$ cat src/rtl/smp_io_regs.sv
// smp_io_regs -- SMP I/O register file at $00F0-$00FF.
// Sits downstream of the SPC700 core bus. It decodes core accesses and holds
// CONTROL, the DSP address latch, four host ports in each direction, two
// scratch registers and three timers.
// Ports:
//   CLK, RST_N         clock, synchronous active-low reset
//   CE                 one pulse per core bus cycle; qualifies all core side-effects
//   CPU_A/DO/WE_N      core address, write data, write strobe (active-low)
//   IO_SEL, IO_DI      decode hit and read data back to the core (combinational)
//   DSP_A/DO/WE/DI     DSP register port ($F2 latch, $F3 data)
//   HP_A/DI/WE/DO      S-CPU side of the four host ports
//   IPL_EN             CONTROL[7], maps the IPL ROM at $FFC0
module smp_io_regs #(
  parameter int T01_DIV = 128,
  parameter int T2_DIV  = 16
) (
  input  logic        CLK,
  input  logic        RST_N,
  input  logic        CE,
  input  logic [15:0] CPU_A,
  input  logic [7:0]  CPU_DO,
  input  logic        CPU_WE_N,
  output logic        IO_SEL,
  output logic [7:0]  IO_DI,
  output logic [7:0]  DSP_A,
  output logic [7:0]  DSP_DO,
  output logic        DSP_WE,
  input  logic [7:0]  DSP_DI,
  input  logic [1:0]  HP_A,
  input  logic [7:0]  HP_DI,
  input  logic        HP_WE,
  output logic [7:0]  HP_DO,
  output logic        IPL_EN
);

  localparam int P01W = (T01_DIV > 1) ? $clog2(T01_DIV) : 1;
  localparam int P2W  = (T2_DIV > 1) ? $clog2(T2_DIV) : 1;
  localparam logic [P01W-1:0] LAST01 = P01W'(T01_DIV - 1);
  localparam logic [P2W-1:0]  LAST2  = P2W'(T2_DIV - 1);

  logic            r_ipl;
  logic [2:0]      r_ten;
  logic [7:0]      r_dsp_a;
  logic [7:0]      r_in   [4];
  logic [7:0]      r_out  [4];
  logic [7:0]      r_scr  [2];
  logic [7:0]      r_tgt  [3];
  logic [7:0]      r_stage[3];
  logic [3:0]      r_cnt  [3];
  logic [P01W-1:0] r_pre01;
  logic [P2W-1:0]  r_pre2;

  logic       w_wr;
  logic       w_rd;
  logic [3:0] w_lo;
  logic       w_t01;
  logic       w_t2;
  logic [2:0] w_tick;
  logic       w_ctrl_wr;
  logic [7:0] w_stage_nx[3];
  logic [3:0] w_cnt_nx  [3];

  assign IO_SEL    = (CPU_A[15:4] == 12'h00F);
  assign w_lo      = CPU_A[3:0];
  assign w_wr      = CE & IO_SEL & ~CPU_WE_N;
  assign w_rd      = CE & IO_SEL & CPU_WE_N;
  assign w_ctrl_wr = w_wr & (w_lo == 4'h1);

  assign w_t01  = CE & (r_pre01 == LAST01);
  assign w_t2   = CE & (r_pre2 == LAST2);
  assign w_tick = {w_t2, w_t01, w_t01};

  assign DSP_A  = r_dsp_a;
  assign DSP_DO = CPU_DO;
  // Gated by RST_N so a write strobe coinciding with reset never reaches the DSP.
  assign DSP_WE = RST_N & w_wr & (w_lo == 4'h3);
  assign HP_DO  = r_out[HP_A];
  assign IPL_EN = r_ipl;

  always_comb begin
    IO_DI = '0;
    if (IO_SEL) begin
      case (w_lo)
        4'h2:                   IO_DI = r_dsp_a;
        4'h3:                   IO_DI = DSP_DI;
        4'h4, 4'h5, 4'h6, 4'h7: IO_DI = r_in[w_lo[1:0]];
        4'h8:                   IO_DI = r_scr[0];
        4'h9:                   IO_DI = r_scr[1];
        4'hD:                   IO_DI = {4'b0, r_cnt[0]};
        4'hE:                   IO_DI = {4'b0, r_cnt[1]};
        4'hF:                   IO_DI = {4'b0, r_cnt[2]};
        default:                IO_DI = '0;
      endcase
    end
  end

  // Timer next-state. Priority, lowest to highest: tick, read-clear of the
  // counter (keeps a coincident increment as 1), CONTROL enable 0->1 clear.
  always_comb begin
    logic [8:0] sum;
    logic [8:0] tgt;
    logic       hit;
    for (int unsigned n = 0; n < 3; n++) begin
      w_stage_nx[n] = r_stage[n];
      w_cnt_nx[n]   = r_cnt[n];
      sum = {1'b0, r_stage[n]} + 9'd1;
      tgt = (r_tgt[n] == 8'd0) ? 9'd256 : {1'b0, r_tgt[n]};
      hit = 1'b0;
      if (r_ten[n] && w_tick[n]) begin
        if (sum == tgt) begin
          w_stage_nx[n] = '0;
          hit = 1'b1;
        end else begin
          w_stage_nx[n] = sum[7:0];
        end
      end
      if (w_rd && (w_lo == 4'hD + 4'(n)))
        w_cnt_nx[n] = {3'b0, hit};
      else if (hit)
        w_cnt_nx[n] = r_cnt[n] + 4'd1;
      if (w_ctrl_wr && CPU_DO[n] && !r_ten[n]) begin
        w_stage_nx[n] = '0;
        w_cnt_nx[n]   = '0;
      end
    end
  end

  always_ff @(posedge CLK) begin
    if (!RST_N) begin
      r_ipl   <= 1'b1;
      r_ten   <= '0;
      r_dsp_a <= '0;
      r_pre01 <= '0;
      r_pre2  <= '0;
      for (int unsigned i = 0; i < 4; i++) begin
        r_in[i]  <= '0;
        r_out[i] <= '0;
      end
      for (int unsigned i = 0; i < 2; i++) r_scr[i] <= '0;
      for (int unsigned i = 0; i < 3; i++) begin
        r_tgt[i]   <= '0;
        r_stage[i] <= '0;
        r_cnt[i]   <= '0;
      end
    end else begin
      if (CE) begin
        r_pre01 <= (r_pre01 == LAST01) ? '0 : r_pre01 + 1'b1;
        r_pre2  <= (r_pre2 == LAST2) ? '0 : r_pre2 + 1'b1;
      end
      if (w_wr) begin
        case (w_lo)
          4'h1: begin
            r_ipl <= CPU_DO[7];
            r_ten <= CPU_DO[2:0];
          end
          4'h2:                   r_dsp_a <= CPU_DO;
          4'h4, 4'h5, 4'h6, 4'h7: r_out[w_lo[1:0]] <= CPU_DO;
          4'h8:                   r_scr[0] <= CPU_DO;
          4'h9:                   r_scr[1] <= CPU_DO;
          4'hA:                   r_tgt[0] <= CPU_DO;
          4'hB:                   r_tgt[1] <= CPU_DO;
          4'hC:                   r_tgt[2] <= CPU_DO;
          default: ;
        endcase
      end
      for (int unsigned i = 0; i < 3; i++) begin
        r_stage[i] <= w_stage_nx[i];
        r_cnt[i]   <= w_cnt_nx[i];
      end
      // Host write is placed last so it overrides a coincident CONTROL clear.
      for (int unsigned i = 0; i < 4; i++) begin
        if (w_ctrl_wr && ((i < 2) ? CPU_DO[4] : CPU_DO[5]))
          r_in[i] <= '0;
        if (HP_WE && (HP_A == 2'(i)))
          r_in[i] <= HP_DI;
      end
    end
  end

endmodule

$ cat config.mk
export PLATFORM = sky130hd
export DESIGN_NAME = smp_io_regs
export DESIGN_NICKNAME = d
export VERILOG_FILES = /design/src/rtl/smp_io_regs.sv
export SDC_FILE = /design/constraint.sdc
export NUM_CORES = 1
export LEC_CHECK = 0
export BUFFER_PORTS_ARGS = -buffer_cell sky130_fd_sc_hd__buf_2
export CORE_MARGIN = 2
export CORE_UTILIZATION = 50
export DETAILED_ROUTE_END_ITERATION = 10
export PLACE_DENSITY_LB_ADDON = 0.12
export SYNTH_ARGS = -nofsm -noshare
export SYNTH_HDL_FRONTEND = slang
export SYNTH_SLANG_ARGS = --single-unit
$ cat constraint.sdc
create_clock -name CLK -period 2.69 [get_ports CLK]
set_clock_uncertainty 0.2 [all_clocks]
set_input_delay 0.1345 -clock CLK [delete_from_list [all_inputs] [get_ports CLK]]
set_output_delay 0.1345 -clock CLK [all_outputs]
set_load 0.01 [all_outputs]
==> flow_summary.ini <==
[setup_path]
path_depth = 7
arrival_ns = 2.75
required_ns = 2.84
critPathLaunchType = flop
crit_chain = ha_4 > xor2_1 > or4_1 > or3_1 > nand4bb_4 > or4_4 > a21oi_2
reg2regPathDepth = 7
cp_slowest_cell = or4_1
crit_type = flop to flop
timing.rr.end = r_cnt[0][10]$_SDFFE_PP0P_
r2r_slack_ns = 0.09
crit_family = simple AND/OR/NAND/NOR gates
cp-end-kind = flop
cp_num_buf_inv = 0
timing.rr.start = r_stage[0][16]$_SDFFE_PP0P_
slowest_delay_ns = 0.47
cp_max_fo = 5

[finish]
diodes = 0
area_growth_pct = 19.8
post_route_cells_drive_above_1_share_pct = 21.3
fin_cells = 1109
final_net_count = 935

[clocking]
clockBufferDepth = 2
clk_pin_slew_worst_paths_ns = 0.06
htreeDepth = 4
clock_latency_ns = 0.42
cts_root_buf = clkbuf_16
cts.sinks = 163
cts_tree = yes
cts_inserted_buffers = 17

[power_and_ir_drop]
leakage_uw = 0.00367
p_total_uw = 5620
pwr-share-seq_pct = 49.8
power.switching_uw = 1310
power_density_nw_per_um2 = 569
p_int_uw = 4310
sw_frac_of_total_pct = 23.3
p_clk_share_pct = 42.8
combPwrFrac_pct = 7.4
peakVddDrop_mv = 0.549

[logic_synthesis]
yosysSeqAreaShare_pct = 52.2
synth_area_um2 = 8240
ys_top_cells_by_area = edfxtp_1 38%, dfxtp_1 14%, and2_1 4.7%
synth_nets = 818
synth_top_area_share_pct = 37.9
synth_cells = 763
yosysWarnings = 0
ys_ff_latch = 163
synth_top_area_cell = edfxtp_1
synth.most_common_cell = edfxtp_1
avgSynthCellArea_um2 = 10.8
async_reset_ff_share_pct = 0
ys.flop_type = edfxtp_1
post_synth_num_cell_types = 62
synthTopCellsByCount = 104 x edfxtp_1, 73 x nor2_1, 62 x and2_1
synth_edf_count = 104

[floorplanning]
die_h_um = 132
num_rows = 46
die-area_um2 = 17500
die_x_um = 132
initial_core_util_pct = 51.5
ios = 82
core-area_um2 = 16000

[routing]
ant_nets = 0
wl_um = 21100
wl_per_cell_um = 19.0
drt_iter0_drc = 505
drcViolationCount = 0
viasPerCell = 5.80
vias = 6430
drtPass1Iterations = 6

[sta]
hold_viol = 0
worstMarginPinSlew_ns = 0.734
fmax_ghz = 0.385
setup_viol = 0
min_period_over_period_pct = 96.6
final.setup.tns_ns = 0
whs_ns = 0.0163
period_needed_ns = 2.60
drv_slew = 0
maxSlewHeadroom_pct = 51.1

[global_routing]
grt_overflow = 0
grt.total_usage_pct = 24.6
grt_use_met1_pct = 31.4
use_met2_pct = 41.5
first_global_vias = 6444
grt_busiest_layer = met2
grt_first_pass_wirelength_um = 33400
grt_max_degree = 31
antenna_found_initial = 0
use_met3_pct = 5.54

[flow_run]
drv_cap = 0

[min_path]
min_path_cells = 2
hold_start = CPU_A[1]
hp-class = input pin to flop
min_to = r_out[0][6]$_SDFFCE_PN0P_

[place]
place_congestion = 0.833
post-dp-hpwl_um = 15000
port_buffers = 81
place_inst = 1055

[outcome]
status = complete, no violations
per-stage QoR:
step / instance area (µm²) / setup WS, ns / utilization (%)
after floorplan: 8240 / 0.0226 / -
after global placement: 9000 / 0.0237 / 56.3
after detailed placement: 9000 / -0.0185 / 56.3
after CTS: 9780 / 0.00628 / 61.1
after global routing: 9870 / -0.0133 / 61.7
final: 9870 / 0.0914 / 61.7
metal layers:
metal | vias up | share of wire, %
met5 | - | 0
met4 | 0 | 2.4
met3 | 43 | 6.3
met2 | 237 | 49
met1 | 3119 | 42
li1 | 3031 | -
layout by cell type, fill, tap and decap left out, types with 18 or more instances in the layout:
cell type | synthesis | routed
and2_1 | 62 | 62
nor2_1 | 73 | 73
buf_4 | 8 | 40
dfxtp_1 | 59 | 57
and3_1 | 27 | 27
buf_2 | 4 | 81
nand3_1 | 29 | 29
xor2_1 | 23 | 23
edfxtp_1 | 104 | 104
mux2i_1 | 18 | 18
o21ai_0 | 25 | 25
nand2_1 | 46 | 46
inv_1 | 18 | 18
xnor2_1 | 31 | 31
dlygate4sd3_1 | 0 | 18
a21oi_1 | 33 | 31
logic make-up after synthesis:
kind of cell	Yosys count	synth area share [%]
multiplexers	36	6.83
buffers and inverters	59	3.11
AO/OA/AOI/OAI	113	8.79
XOR/XNOR	55	6.01
AND/OR/NAND/NOR	328	21.7
adder cells (fa/ha/maj)	9	1.34
flip-flops	163	52.2
flip-flops by register name (all words and copies together) (netlist names):
register,count
r_cnt,12
r_in,32
r_stage,24
r_scr,16
DSP_A,8
r_pre01,7
r_out,32
IPL_EN,1
r_ten,3
r_tgt,24
r_pre2,4
power by group through the flow:
stage	combinational (µW)	clock, µW	sequential, µW
2_1_floorplan	230	0	2830
3_3_place_gp	382	0	2840
3_5_place_dp	390	0	2850
4_1_cts	412	2440	2800
5_1_grt	450	2550	2810
6_report	415	2410	2800
how the worst max path moves through the flow:
stage | slack [ns] | from | to
2_1_floorplan | 0.02 | r_stage[0][16]$_SDFFE_PP0P_ | r_cnt[0][11]$_SDFFE_PP0P_
3_3_place_gp | 0.02 | r_stage[0][16]$_SDFFE_PP0P_ | r_cnt[0][11]$_SDFFE_PP0P_
3_5_place_dp | -0.02 | r_tgt[0][8]$_DFFE_PP_ | r_cnt[0][7]$_SDFFE_PP0P_
4_1_cts | 0.006 | r_stage[0][17]$_SDFFE_PP0P_ | r_cnt[0][10]$_SDFFE_PP0P_
5_1_grt | -0.01 | r_stage[0][16]$_SDFFE_PP0P_ | r_cnt[0][10]$_SDFFE_PP0P_
6_report | 0.09 | r_stage[0][16]$_SDFFE_PP0P_ | r_cnt[0][10]$_SDFFE_PP0P_
area by class of cell:
cell class	count	area, µm²
Multi-Input combinational cell	541	3750
Clock inverter	13	151
Timing Repair Buffer	139	886
Sequential cell	163	4310
Clock buffer	19	433
Fill cell	1338	6130
Inverter	18	67.6
Tap cell	216	270
repair_timing:
item                       4_1_cts  5_1_grt
pin swaps                        3        3
resized for setup                1       13
hold buffers                    18        0
buffers inserted                 1        3
setup endpoints to repair        3       19
hold endpoints to repair        69        0
Note: power is estimated with default switching activity, not from simulation.
